## src/rtl/axi_addr_guard.sv

```systemverilog
// AXI4 address guard: forwards in-window bursts to the SRAM, answers out-of-window ones with DECERR.
// Optional error counter and last-error address enabled by AXI_ADDR_GUARD_ERRCNT_EN.
module axi_addr_guard #(
  parameter int unsigned ID_WIDTH       = 4,
  parameter int unsigned DATA_WIDTH     = 64,
  parameter int unsigned ADDR_WIDTH     = 32,
  parameter int unsigned MEM_ADDR_WIDTH = 27,
  parameter logic [ADDR_WIDTH-1:0] BASE_ADDR = '0
) (
  input  logic                    ACLK,
  input  logic                    ARESETn,
  // upstream write
  input  logic [ID_WIDTH-1:0]     s_awid,
  input  logic [ADDR_WIDTH-1:0]   s_awaddr,
  input  logic [7:0]              s_awlen,
  input  logic [2:0]              s_awsize,
  input  logic [1:0]              s_awburst,
  input  logic                    s_awvalid,
  output logic                    s_awready,
  input  logic [DATA_WIDTH-1:0]   s_wdata,
  input  logic [DATA_WIDTH/8-1:0] s_wstrb,
  input  logic                    s_wlast,
  input  logic                    s_wvalid,
  output logic                    s_wready,
  output logic [ID_WIDTH-1:0]     s_bid,
  output logic [1:0]              s_bresp,
  output logic                    s_bvalid,
  input  logic                    s_bready,
  // upstream read
  input  logic [ID_WIDTH-1:0]     s_arid,
  input  logic [ADDR_WIDTH-1:0]   s_araddr,
  input  logic [7:0]              s_arlen,
  input  logic [2:0]              s_arsize,
  input  logic [1:0]              s_arburst,
  input  logic                    s_arvalid,
  output logic                    s_arready,
  output logic [ID_WIDTH-1:0]     s_rid,
  output logic [DATA_WIDTH-1:0]   s_rdata,
  output logic [1:0]              s_rresp,
  output logic                    s_rlast,
  output logic                    s_rvalid,
  input  logic                    s_rready,
  // downstream write
  output logic [ID_WIDTH-1:0]     m_awid,
  output logic [ADDR_WIDTH-1:0]   m_awaddr,
  output logic [7:0]              m_awlen,
  output logic [2:0]              m_awsize,
  output logic [1:0]              m_awburst,
  output logic                    m_awvalid,
  input  logic                    m_awready,
  output logic [DATA_WIDTH-1:0]   m_wdata,
  output logic [DATA_WIDTH/8-1:0] m_wstrb,
  output logic                    m_wlast,
  output logic                    m_wvalid,
  input  logic                    m_wready,
  input  logic [ID_WIDTH-1:0]     m_bid,
  input  logic [1:0]              m_bresp,
  input  logic                    m_bvalid,
  output logic                    m_bready,
  // downstream read
  output logic [ID_WIDTH-1:0]     m_arid,
  output logic [ADDR_WIDTH-1:0]   m_araddr,
  output logic [7:0]              m_arlen,
  output logic [2:0]              m_arsize,
  output logic [1:0]              m_arburst,
  output logic                    m_arvalid,
  input  logic                    m_arready,
  input  logic [ID_WIDTH-1:0]     m_rid,
  input  logic [DATA_WIDTH-1:0]   m_rdata,
  input  logic [1:0]              m_rresp,
  input  logic                    m_rlast,
  input  logic                    m_rvalid,
  output logic                    m_rready,
  // error statistics
  output logic [15:0]             err_count,
  output logic [ADDR_WIDTH-1:0]   err_addr
);

  typedef enum logic [2:0] {
    W_IDLE, W_PASS_DATA, W_PASS_RESP, W_ERR_DATA, W_ERR_RESP
  } wstate_e;
  typedef enum logic [1:0] {R_IDLE, R_PASS_ADDR, R_PASS_DATA, R_ERR} rstate_e;

  wstate_e r_wstate, w_wstate_nxt;
  rstate_e r_rstate, w_rstate_nxt;

  // Holds the address-ready outputs low while reset is asserted.
  logic                  r_live;
  logic [ID_WIDTH-1:0]   r_bid, r_rid;
  logic [7:0]            r_rlen, r_rcnt;
  logic                  r_wlast_seen;
  logic                  r_awvalid, r_arvalid;
  logic [ID_WIDTH-1:0]   r_awid, r_arid;
  logic [ADDR_WIDTH-1:0] r_awaddr, r_araddr;
  logic [7:0]            r_awlen, r_arlen;
  logic [2:0]            r_awsize, r_arsize;
  logic [1:0]            r_awburst, r_arburst;

  logic w_aw_hit, w_ar_hit, w_aw_hs, w_ar_hs, w_wpass_hs, w_aw_done, w_err_last;

  assign w_aw_hit = s_awaddr[ADDR_WIDTH-1:MEM_ADDR_WIDTH] == BASE_ADDR[ADDR_WIDTH-1:MEM_ADDR_WIDTH];
  assign w_ar_hit = s_araddr[ADDR_WIDTH-1:MEM_ADDR_WIDTH] == BASE_ADDR[ADDR_WIDTH-1:MEM_ADDR_WIDTH];
  assign w_aw_hs    = s_awvalid && r_live && (r_wstate == W_IDLE);
  assign w_ar_hs    = s_arvalid && r_live && (r_rstate == R_IDLE);
  assign w_wpass_hs = (r_wstate == W_PASS_DATA) && !r_wlast_seen && s_wvalid && m_wready;
  assign w_aw_done  = !r_awvalid || m_awready;
  assign w_err_last = (r_rcnt == r_rlen);

  assign m_awvalid = r_awvalid;
  assign m_awid    = r_awid;
  assign m_awaddr  = r_awaddr;
  assign m_awlen   = r_awlen;
  assign m_awsize  = r_awsize;
  assign m_awburst = r_awburst;
  assign m_arvalid = r_arvalid;
  assign m_arid    = r_arid;
  assign m_araddr  = r_araddr;
  assign m_arlen   = r_arlen;
  assign m_arsize  = r_arsize;
  assign m_arburst = r_arburst;

  always_comb begin
    w_wstate_nxt = r_wstate;
    s_awready    = 1'b0;
    s_wready     = 1'b0;
    s_bvalid     = 1'b0;
    s_bid        = '0;
    s_bresp      = 2'b00;
    m_wdata      = '0;
    m_wstrb      = '0;
    m_wlast      = 1'b0;
    m_wvalid     = 1'b0;
    m_bready     = 1'b0;
    unique case (r_wstate)
      W_IDLE: begin
        s_awready = r_live;
        if (w_aw_hs) w_wstate_nxt = w_aw_hit ? W_PASS_DATA : W_ERR_DATA;
      end
      W_PASS_DATA: begin
        if (!r_wlast_seen) begin
          m_wdata  = s_wdata;
          m_wstrb  = s_wstrb;
          m_wlast  = s_wlast;
          m_wvalid = s_wvalid;
          s_wready = m_wready;
        end
        // WLAST and the downstream AW handshake may complete in either order.
        if ((r_wlast_seen || (w_wpass_hs && s_wlast)) && w_aw_done) w_wstate_nxt = W_PASS_RESP;
      end
      W_PASS_RESP: begin
        s_bvalid = m_bvalid;
        s_bid    = m_bid;
        s_bresp  = m_bresp;
        m_bready = s_bready;
        if (m_bvalid && s_bready) w_wstate_nxt = W_IDLE;
      end
      W_ERR_DATA: begin
        s_wready = 1'b1;
        if (s_wvalid && s_wlast) w_wstate_nxt = W_ERR_RESP;
      end
      W_ERR_RESP: begin
        s_bvalid = 1'b1;
        s_bresp  = 2'b11;
        s_bid    = r_bid;
        if (s_bready) w_wstate_nxt = W_IDLE;
      end
      default: w_wstate_nxt = W_IDLE;
    endcase
  end

  always_comb begin
    w_rstate_nxt = r_rstate;
    s_arready    = 1'b0;
    s_rvalid     = 1'b0;
    s_rid        = '0;
    s_rdata      = '0;
    s_rresp      = 2'b00;
    s_rlast      = 1'b0;
    m_rready     = 1'b0;
    unique case (r_rstate)
      R_IDLE: begin
        s_arready = r_live;
        if (w_ar_hs) w_rstate_nxt = w_ar_hit ? R_PASS_ADDR : R_ERR;
      end
      R_PASS_ADDR: if (m_arready) w_rstate_nxt = R_PASS_DATA;
      R_PASS_DATA: begin
        s_rvalid = m_rvalid;
        s_rid    = m_rid;
        s_rdata  = m_rdata;
        s_rresp  = m_rresp;
        s_rlast  = m_rlast;
        m_rready = s_rready;
        if (m_rvalid && s_rready && m_rlast) w_rstate_nxt = R_IDLE;
      end
      R_ERR: begin
        s_rvalid = 1'b1;
        s_rresp  = 2'b11;
        s_rid    = r_rid;
        s_rlast  = w_err_last;
        if (s_rready && w_err_last) w_rstate_nxt = R_IDLE;
      end
      default: w_rstate_nxt = R_IDLE;
    endcase
  end

  always_ff @(posedge ACLK or negedge ARESETn) begin
    if (!ARESETn) begin
      r_live       <= 1'b0;
      r_wstate     <= W_IDLE;
      r_rstate     <= R_IDLE;
      r_bid        <= '0;
      r_rid        <= '0;
      r_rlen       <= '0;
      r_rcnt       <= '0;
      r_wlast_seen <= 1'b0;
      r_awvalid    <= 1'b0;
      r_awid       <= '0;
      r_awaddr     <= '0;
      r_awlen      <= '0;
      r_awsize     <= '0;
      r_awburst    <= '0;
      r_arvalid    <= 1'b0;
      r_arid       <= '0;
      r_araddr     <= '0;
      r_arlen      <= '0;
      r_arsize     <= '0;
      r_arburst    <= '0;
    end else begin
      r_live   <= 1'b1;
      r_wstate <= w_wstate_nxt;
      r_rstate <= w_rstate_nxt;

      if (w_aw_hs) begin
        r_bid        <= s_awid;
        r_wlast_seen <= 1'b0;
        if (w_aw_hit) begin
          r_awvalid <= 1'b1;
          r_awid    <= s_awid;
          r_awaddr  <= s_awaddr;
          r_awlen   <= s_awlen;
          r_awsize  <= s_awsize;
          r_awburst <= s_awburst;
        end
      end else begin
        if (m_awready) r_awvalid <= 1'b0;
        if (w_wpass_hs && s_wlast) r_wlast_seen <= 1'b1;
      end

      if (w_ar_hs) begin
        r_rid  <= s_arid;
        r_rlen <= s_arlen;
        r_rcnt <= '0;
        if (w_ar_hit) begin
          r_arvalid <= 1'b1;
          r_arid    <= s_arid;
          r_araddr  <= s_araddr;
          r_arlen   <= s_arlen;
          r_arsize  <= s_arsize;
          r_arburst <= s_arburst;
        end
      end else begin
        if (m_arready) r_arvalid <= 1'b0;
        if (r_rstate == R_ERR && s_rready && !w_err_last) r_rcnt <= r_rcnt + 8'd1;
      end
    end
  end

`ifdef AXI_ADDR_GUARD_ERRCNT_EN
  logic                  w_aw_miss, w_ar_miss;
  logic [16:0]           w_err_sum;
  logic [15:0]           r_err_count;
  logic [ADDR_WIDTH-1:0] r_err_addr;

  assign w_aw_miss = w_aw_hs && !w_aw_hit;
  assign w_ar_miss = w_ar_hs && !w_ar_hit;
  assign w_err_sum = {1'b0, r_err_count} + 17'(w_aw_miss) + 17'(w_ar_miss);
  assign err_count = r_err_count;
  assign err_addr  = r_err_addr;

  always_ff @(posedge ACLK or negedge ARESETn) begin
    if (!ARESETn) begin
      r_err_count <= '0;
      r_err_addr  <= '0;
    end else begin
      r_err_count <= w_err_sum[16] ? 16'hFFFF : w_err_sum[15:0];
      if (w_aw_miss) r_err_addr <= s_awaddr;
      else if (w_ar_miss) r_err_addr <= s_araddr;
    end
  end
`else
  assign err_count = '0;
  assign err_addr  = '0;
`endif

endmodule

```

## config.mk

```make
export PLATFORM = sky130hd
export DESIGN_NAME = axi_addr_guard
export DESIGN_NICKNAME = d
export VERILOG_FILES = /design/src/rtl/axi_addr_guard.sv
export SDC_FILE = /design/constraint.sdc
export NUM_CORES = 1
export LEC_CHECK = 0
export ABC_AREA = 1
export CAP_MARGIN = 5
export CORE_AREA = 2 2 221 223
export DETAILED_ROUTE_END_ITERATION = 12
export DIE_AREA = 0 0 223 225
export GPL_ROUTABILITY_DRIVEN = 0
export SKIP_LAST_GASP = 1
export SYNTH_ARGS = -nofsm -noshare
export SYNTH_HDL_FRONTEND = slang
export SYNTH_SLANG_ARGS = --single-unit
```

## constraint.sdc

```tcl
create_clock -name ACLK -period 2.4 [get_ports ACLK]
set_clock_uncertainty 0.05 [all_clocks]
set_input_delay 0.36 -clock ACLK [delete_from_list [all_inputs] [get_ports ACLK]]
set_output_delay 0.36 -clock ACLK [all_outputs]
set_load 0.01 [all_outputs]
```

=== Yosys cells after proc, flatten, opt, wreduce, memory -nomap -nowiden ===
Cells that the tools add are included.

* Logic and storage cells: 120
* Output and inout bits: 306
* Register bits after elaboration: 131
* Bits of input ports: 260

* Add/subtract/negate cells: 1
* Muxes and demuxes: 45
* Reduce and logical (&&, ||, !) cells: 35
* Eq/ne operators: 19

{| class="wikitable"
|+ Operators with widths
! operator !! number
|-
| $mux 64 || 3
|-
| $mux 8 || 4
|-
| $ne 2x2->1 const B || 10
|-
| $mux 1 || 17
|-
| $logic_and 1x1->1 || 16
|-
| $pmux 4 s2 || 2
|-
| $mux 3 || 5
|-
| $pmux 3 s5 || 1
|-
| $mux 2 || 6
|-
| $logic_not 5->1 || 2
|-
| $add 8x1->8 const B || 1
|-
| $eq 8x8->1 || 1
|-
| $pmux 1 s2 || 4
|-
| $pmux 2 s2 || 2
|-
| $pmux 2 s4 || 1
|-
| $reduce_and 2->1 || 4
|-
| $reduce_bool 2->1 || 4
|-
| $eq 3x2->1 const B || 2
|-
| $reduce_and 5->1 || 1
|-
| $eq 2x2->1 const B || 2
|-
| $reduce_and 4->1 || 1
|-
| $eq 3x1->1 const B || 1
|-
| $eq 3x3->1 const B || 1
|-
| $logic_not 1->1 || 3
|-
| 5 further kinds || 6
|}

=== Longest topological paths before layout ===
* Depth after elaboration: 9
* Depth in mapped cells: 11
* Gate-level depth less buffers: 10

=== Least setup slack after synthesis ===
No wires, ideal clock.

* Path kind: reg2out
* Start: register r_wlast_seen
* End: output m_wdata[0]
* Path buffers: 2
* Data required time: 1990 ps
* Setup slack: 763 ps
* Arrival time: 1227 ps
* Stages on the path, launching flop included: 6
* Cell sequence: dfrtp_1 inv_1 clkbuf_1 clkbuf_1 nand2_1 nor2_1

* Cells in the longest elaborated chain, start to end: 2

{| class="wikitable"
|+ RTL lines
! element !! line !! source
|-
| start: declaration || 91 || <nowiki>logic r_wlast_seen;</nowiki>
|-
| start signal: assignment || 215 || <nowiki>r_wlast_seen <= 1'b0;</nowiki>
|-
| start signal: assignment || 235 || <nowiki>r_wlast_seen <= 1'b0;</nowiki>
|-
| start signal: assignment || 246 || <nowiki>if (w_wpass_hs && s_wlast) r_wlast_seen <= 1'b1;</nowiki>
|-
| $mux 64 || 140 || <nowiki>if (!r_wlast_seen) begin</nowiki>
|-
| $mux 64 || 134 || <nowiki>unique case (r_wstate)</nowiki>
|-
| end: declaration || 51 || <nowiki>output logic [DATA_WIDTH-1:0] m_wdata,</nowiki>
|}

Every way passes these cells.

=== Worst setup path in the final report ===
* Start: register r_wstate[1]
* End: output m_wstrb[2]

* Cells in the longest elaborated chain, start to end: 2

{| class="wikitable"
|+ RTL lines
! element !! line !! source
|-
| start: declaration || 84 || <nowiki>wstate_e r_wstate, w_wstate_nxt;</nowiki>
|-
| start signal: assignment || 230 || <nowiki>r_wstate <= w_wstate_nxt;</nowiki>
|-
| $eq 3x1->1 || 134 ||
|-
| $mux 8 || 134 ||
|-
| end: declaration || 52 || <nowiki>output logic [DATA_WIDTH/8-1:0] m_wstrb,</nowiki>
|}

Every way passes these cells.

==> impl.org <==
** Floorplanning
- Total I/O pin count :: 566
- The initialized floorplan defines 80 standard-cell rows.
- Starting density of the core :: 14.7%
- Die Outline Area :: 50,200 um^2
- The core region is 47,500 um^2.
- From bottom edge to top edge, the die measures between 200 and 250 um.
- The floorplan step set the die width to ~220 um.

** Critical path
- The startpoint identified for the worst register-to-register timing path is r_wstate[2].
- Critical path arrival :: approximately 2000 ps
- Worst setup EP type :: output port
- STA puts the critical path data required time at just under 2000 ps.
- Sort of element at the start of the critical path :: register
- Worst setup path startpoint :: r_wstate[1]
- In this design, the stage delay of the slowest critical-path cell is 600 ps.
- Highest net fanout along the worst path :: 7
- Worst setup path class :: register to output port
- The signal on the critical path passes through nor2_4 -> nand2_4 -> buf_4 -> nor2_1 -> clkdlybuf4s50_1.
- Crit path max-delay cell type :: clkdlybuf4s50_1

** Yosys
- Counting flops with a built-in enable in the synthesized netlist gives 0.
- Post-synthesis instance area :: between 7000 and 8000 um^2
- The biggest area contributor in the post-synthesis netlist is dfrtp_1.
- Seq cells post-synth :: roughly 130
- For this run, asynchronously set or reset flops after synthesis account for 100%.
- Cell types with the largest area share after synthesis :: dfrtp_1, nand2_1, nor2_1, inv_1, buf_4
- Area share of the largest cell type after synthesis :: between 40% and 50%
- Distinct cell type count of the synthesized netlist :: 31
- Among all cell types in the netlist, the one instantiated most often is nand2_1.
- Count of yosys warnings during synthesis :: 0
- Synthesis handed over a netlist of approximately 1,000 instances.
- Counting instances in the post-synthesis netlist gives the leading cell types as nand2_1, nor2_1, dfrtp_1.
- In this run the mean area of a mapped cell was ~7 um^2.
- The most used flip-flop cell after synthesis is dfrtp_1.
- Sequential cell area fraction in the yosys report :: 46.8%

** Route
- Before antenna repair, the detailed router went through 5 iterations.
- After detailed routing, the number of vias per cell comes to approximately 3.7.
- After the first detailed-routing iteration, the DRC count stood at 306.
- Avg WL per Cell :: between 15 and 20 um
- For this run, design rule violations remaining after detail routing come to 0.
- Routed WL :: roughly 34,000 um
- Final antenna-violating net count :: 0
- Routed via count :: ~8,000

** Finish
- Relative to the synthesized area, the layout overhead comes to 96.9%.
- Total area of sequential cells :: roughly 3300 um^2
- Number of diodes added for antenna fixing :: 0
- The net count of the finished layout is approximately 1,800.
- The filler cells instantiated in the layout total approximately 5,100.
- Area used by multi-input combinational logic :: about 2900 um^2
- Of the cells placed in the final design, the portion with a size suffix greater than 1 is 6.87%.

** Pwr
- The worst-case IR drop observed on VDD is 0.401 mV.
- Sequential cells burn around 27% of the power.
- Of the total power, the share spent switching nets is a little under two fifths.
- Leakage power of the design :: a little over 0.008 uW
- The clock network burns between 20% and 30% of the power.
- Internal Power :: 7080 uW
- Power per cell area :: 826 nW/um^2
- In this run, the combinational gates consume around half of the power.
- In this run the power spent charging and discharging nets is 4310 uW.

** Clock network
- For the worst-skew pair, the clock arrives at the later sink with an insertion delay of approximately 420 ps.
- TritonCTS built the clock tree.
- CTS max path bufs :: 2
- Sinks on the clock net :: between 100 and 150
- Number of buffers created by CTS :: 17
- Clock-pin slew reported for the worst setup and hold paths after clock tree synthesis :: ~60 ps
- The root buffer cell chosen for the clock tree is clkbuf_16.
- Deepest level of the CTS H-tree :: 4

** Timing
- Worst hold slack across all endpoints :: 420 ps
- Final-report max-slew violation count :: 0
- Worst Max-Slew Pin Slew :: roughly 580 ps
- Final setup violating endpoints :: 0
- Slack of the critical path :: roughly 22 ps
- Min Tclk post-route :: roughly 2400 ps
- In the finished design, the share of the clock period the worst path needs comes to 99.1%.
- Static timing analysis puts the maximum clock frequency at 421 MHz.
- Final hold viol count :: 0
- Setup repair after global routing could not meet its margin everywhere.
- Max-Slew Margin vs Limit :: just over 60%

** Placement
- After legalization and detailed placement, the total HPWL measured 27,200 um.
- Post-Place Worst Slack :: ~94 ps
- Port Buffer Count :: 517

** Global routing
- The initial antenna violation count was 4.
- After global routing the overflow that remains totals 0.
- The number of global-route vias before repair is around 7,900.
- Wire length of the first global-routing pass :: 48,000 um
- Entering global routing, the biggest net connects 67 pins.
- Global routing used between 10% and 20% of the available tracks across all layers.

** Min path
- Path class of the lowest-slack min-delay path :: primary input to register
- The worst hold path begins at s_awsize[1].

** Outcome
- The flow ran to the end, and the final reports show no timing, DRC or antenna violations.

** Flow run
- Across the run, the number of max-cap violations was 0.
## worst max-delay path, delay by kind of cell (launching register included)
kind,cells,cell delay [ps]
buffers and inverters,2,770
AND/OR/NAND/NOR,3,350
flip-flops,1,420
## path summary, 6_finish.rpt
| kind | to | slack, ps | depth (start not counted) |
|---|---|---|---|
| setup reg to reg | r_wstate[2] | 570 | 10 |
| max in group asynchronous | r_rstate[0] | 1070 | 3 |
| hold / removal | m_awsize[1] | 420 | 3 |
| setup / recovery | m_wstrb[2] | 20 | 5 |
| hold reg to reg | m_araddr[5] | 420 | 2 |
| min in group asynchronous | m_araddr[21] | 440 | 2 |
## flip-flops by register name, summed over array words and instances (netlist names), 4 cells and up
name / cells
r_rcnt: 8
r_bid: 4
m_awid: 4
m_awlen: 8
r_rid: 4
m_awaddr: 32
r_rlen: 8
m_arlen: 8
m_araddr: 32
m_arid: 4
## layout make-up
type / instances / area share (%)
Clock inverter: 15 / 1.41
Clock buffer: 17 / 3.08
Timing Repair Buffer: 557 / 41.6
Sequential cell: 131 / 23.8
Multi-Input combinational cell: 700 / 21.1
Inverter: 122 / 3.43
Tap cell: 615 / 5.58
## cells in the final DEF (no fill, tap or decap), types with 11 or more instances in the layout
cell type,Yosys,routed
clkdlybuf4s50_1,0,380
conb_1,2,49
inv_1,117,113
nor2_1,167,163
dfrtp_1,131,128
dlymetal6s2s_1,0,75
o21ai_1,14,14
o21ai_0,28,28
nand3_1,12,11
buf_4,49,29
clkbuf_16,0,19
dlygate4sd2_1,0,57
nand2_1,391,389
## power groups by stage
stage | Sequential [uW] | Clock [uW] | Combinational [uW]
finish | 3060 | 2780 | 5550
global placement | 3050 | 0 | 5480
global route | 3130 | 2960 | 6050
floorplan | 3150 | 0 | 2210
CTS | 3050 | 2880 | 5460
detailed placement | 3060 | 0 | 5540
## stage by stage
stage / cell area (um^2) / TNS [ps] / total power, uW / std cells / utilization [%]
6_report: 13800 / 0 / 11400 / 2157 / 29.0
4_1_cts: 13500 / -6880 / 11400 / 2147 / 28.3
3_5_place_dp: 12800 / 0 / 8600 / 2110 / 27.0
5_1_grt: 13800 / -502 / 12100 / 2157 / 29.0
2_1_floorplan: 7180 / 0 / 5350 / 1047 / -
3_3_place_gp: 12800 / 0 / 8530 / 2110 / 27.0
## what timing repair did
action                                  CTS  global route
hold endpoints to repair                 55             0
cloned                                    0             3
buffers inserted                          4             7
gates resized for setup                  76            87
hold buffers                              1             0
pin swaps                                 1             1
endpoints found under the setup margin  148           103
## cells by family (layout without fill, tap and decap cells)
family / count (synthesis) / in the layout / synth area share (%)
AND/OR/NAND/NOR: 586 / 586 / 32.4
buffers and inverters: 216 / 711 / 14.9
flip-flops: 131 / 131 / 46.8
AO/OA/AOI/OAI: 52 / 52 / 4.07
XOR/XNOR: 12 / 12 / 1.50
other: 2 / 49 / 0.107
adder cells (fa/ha/maj): 1 / 1 / 0.179
## per-layer routing
metal  vias to the layer above  part of all wire, %  GRT usage, %
met1                      3725                   40          14.5
met2                       374                   49          22.0
li1                       3905                    -             -
met3                        46                  7.7          3.72
met5                         -                 0.15             0
met4                         8                  3.6          5.35
No activity file was read; power rests on OpenSTA's default activity.
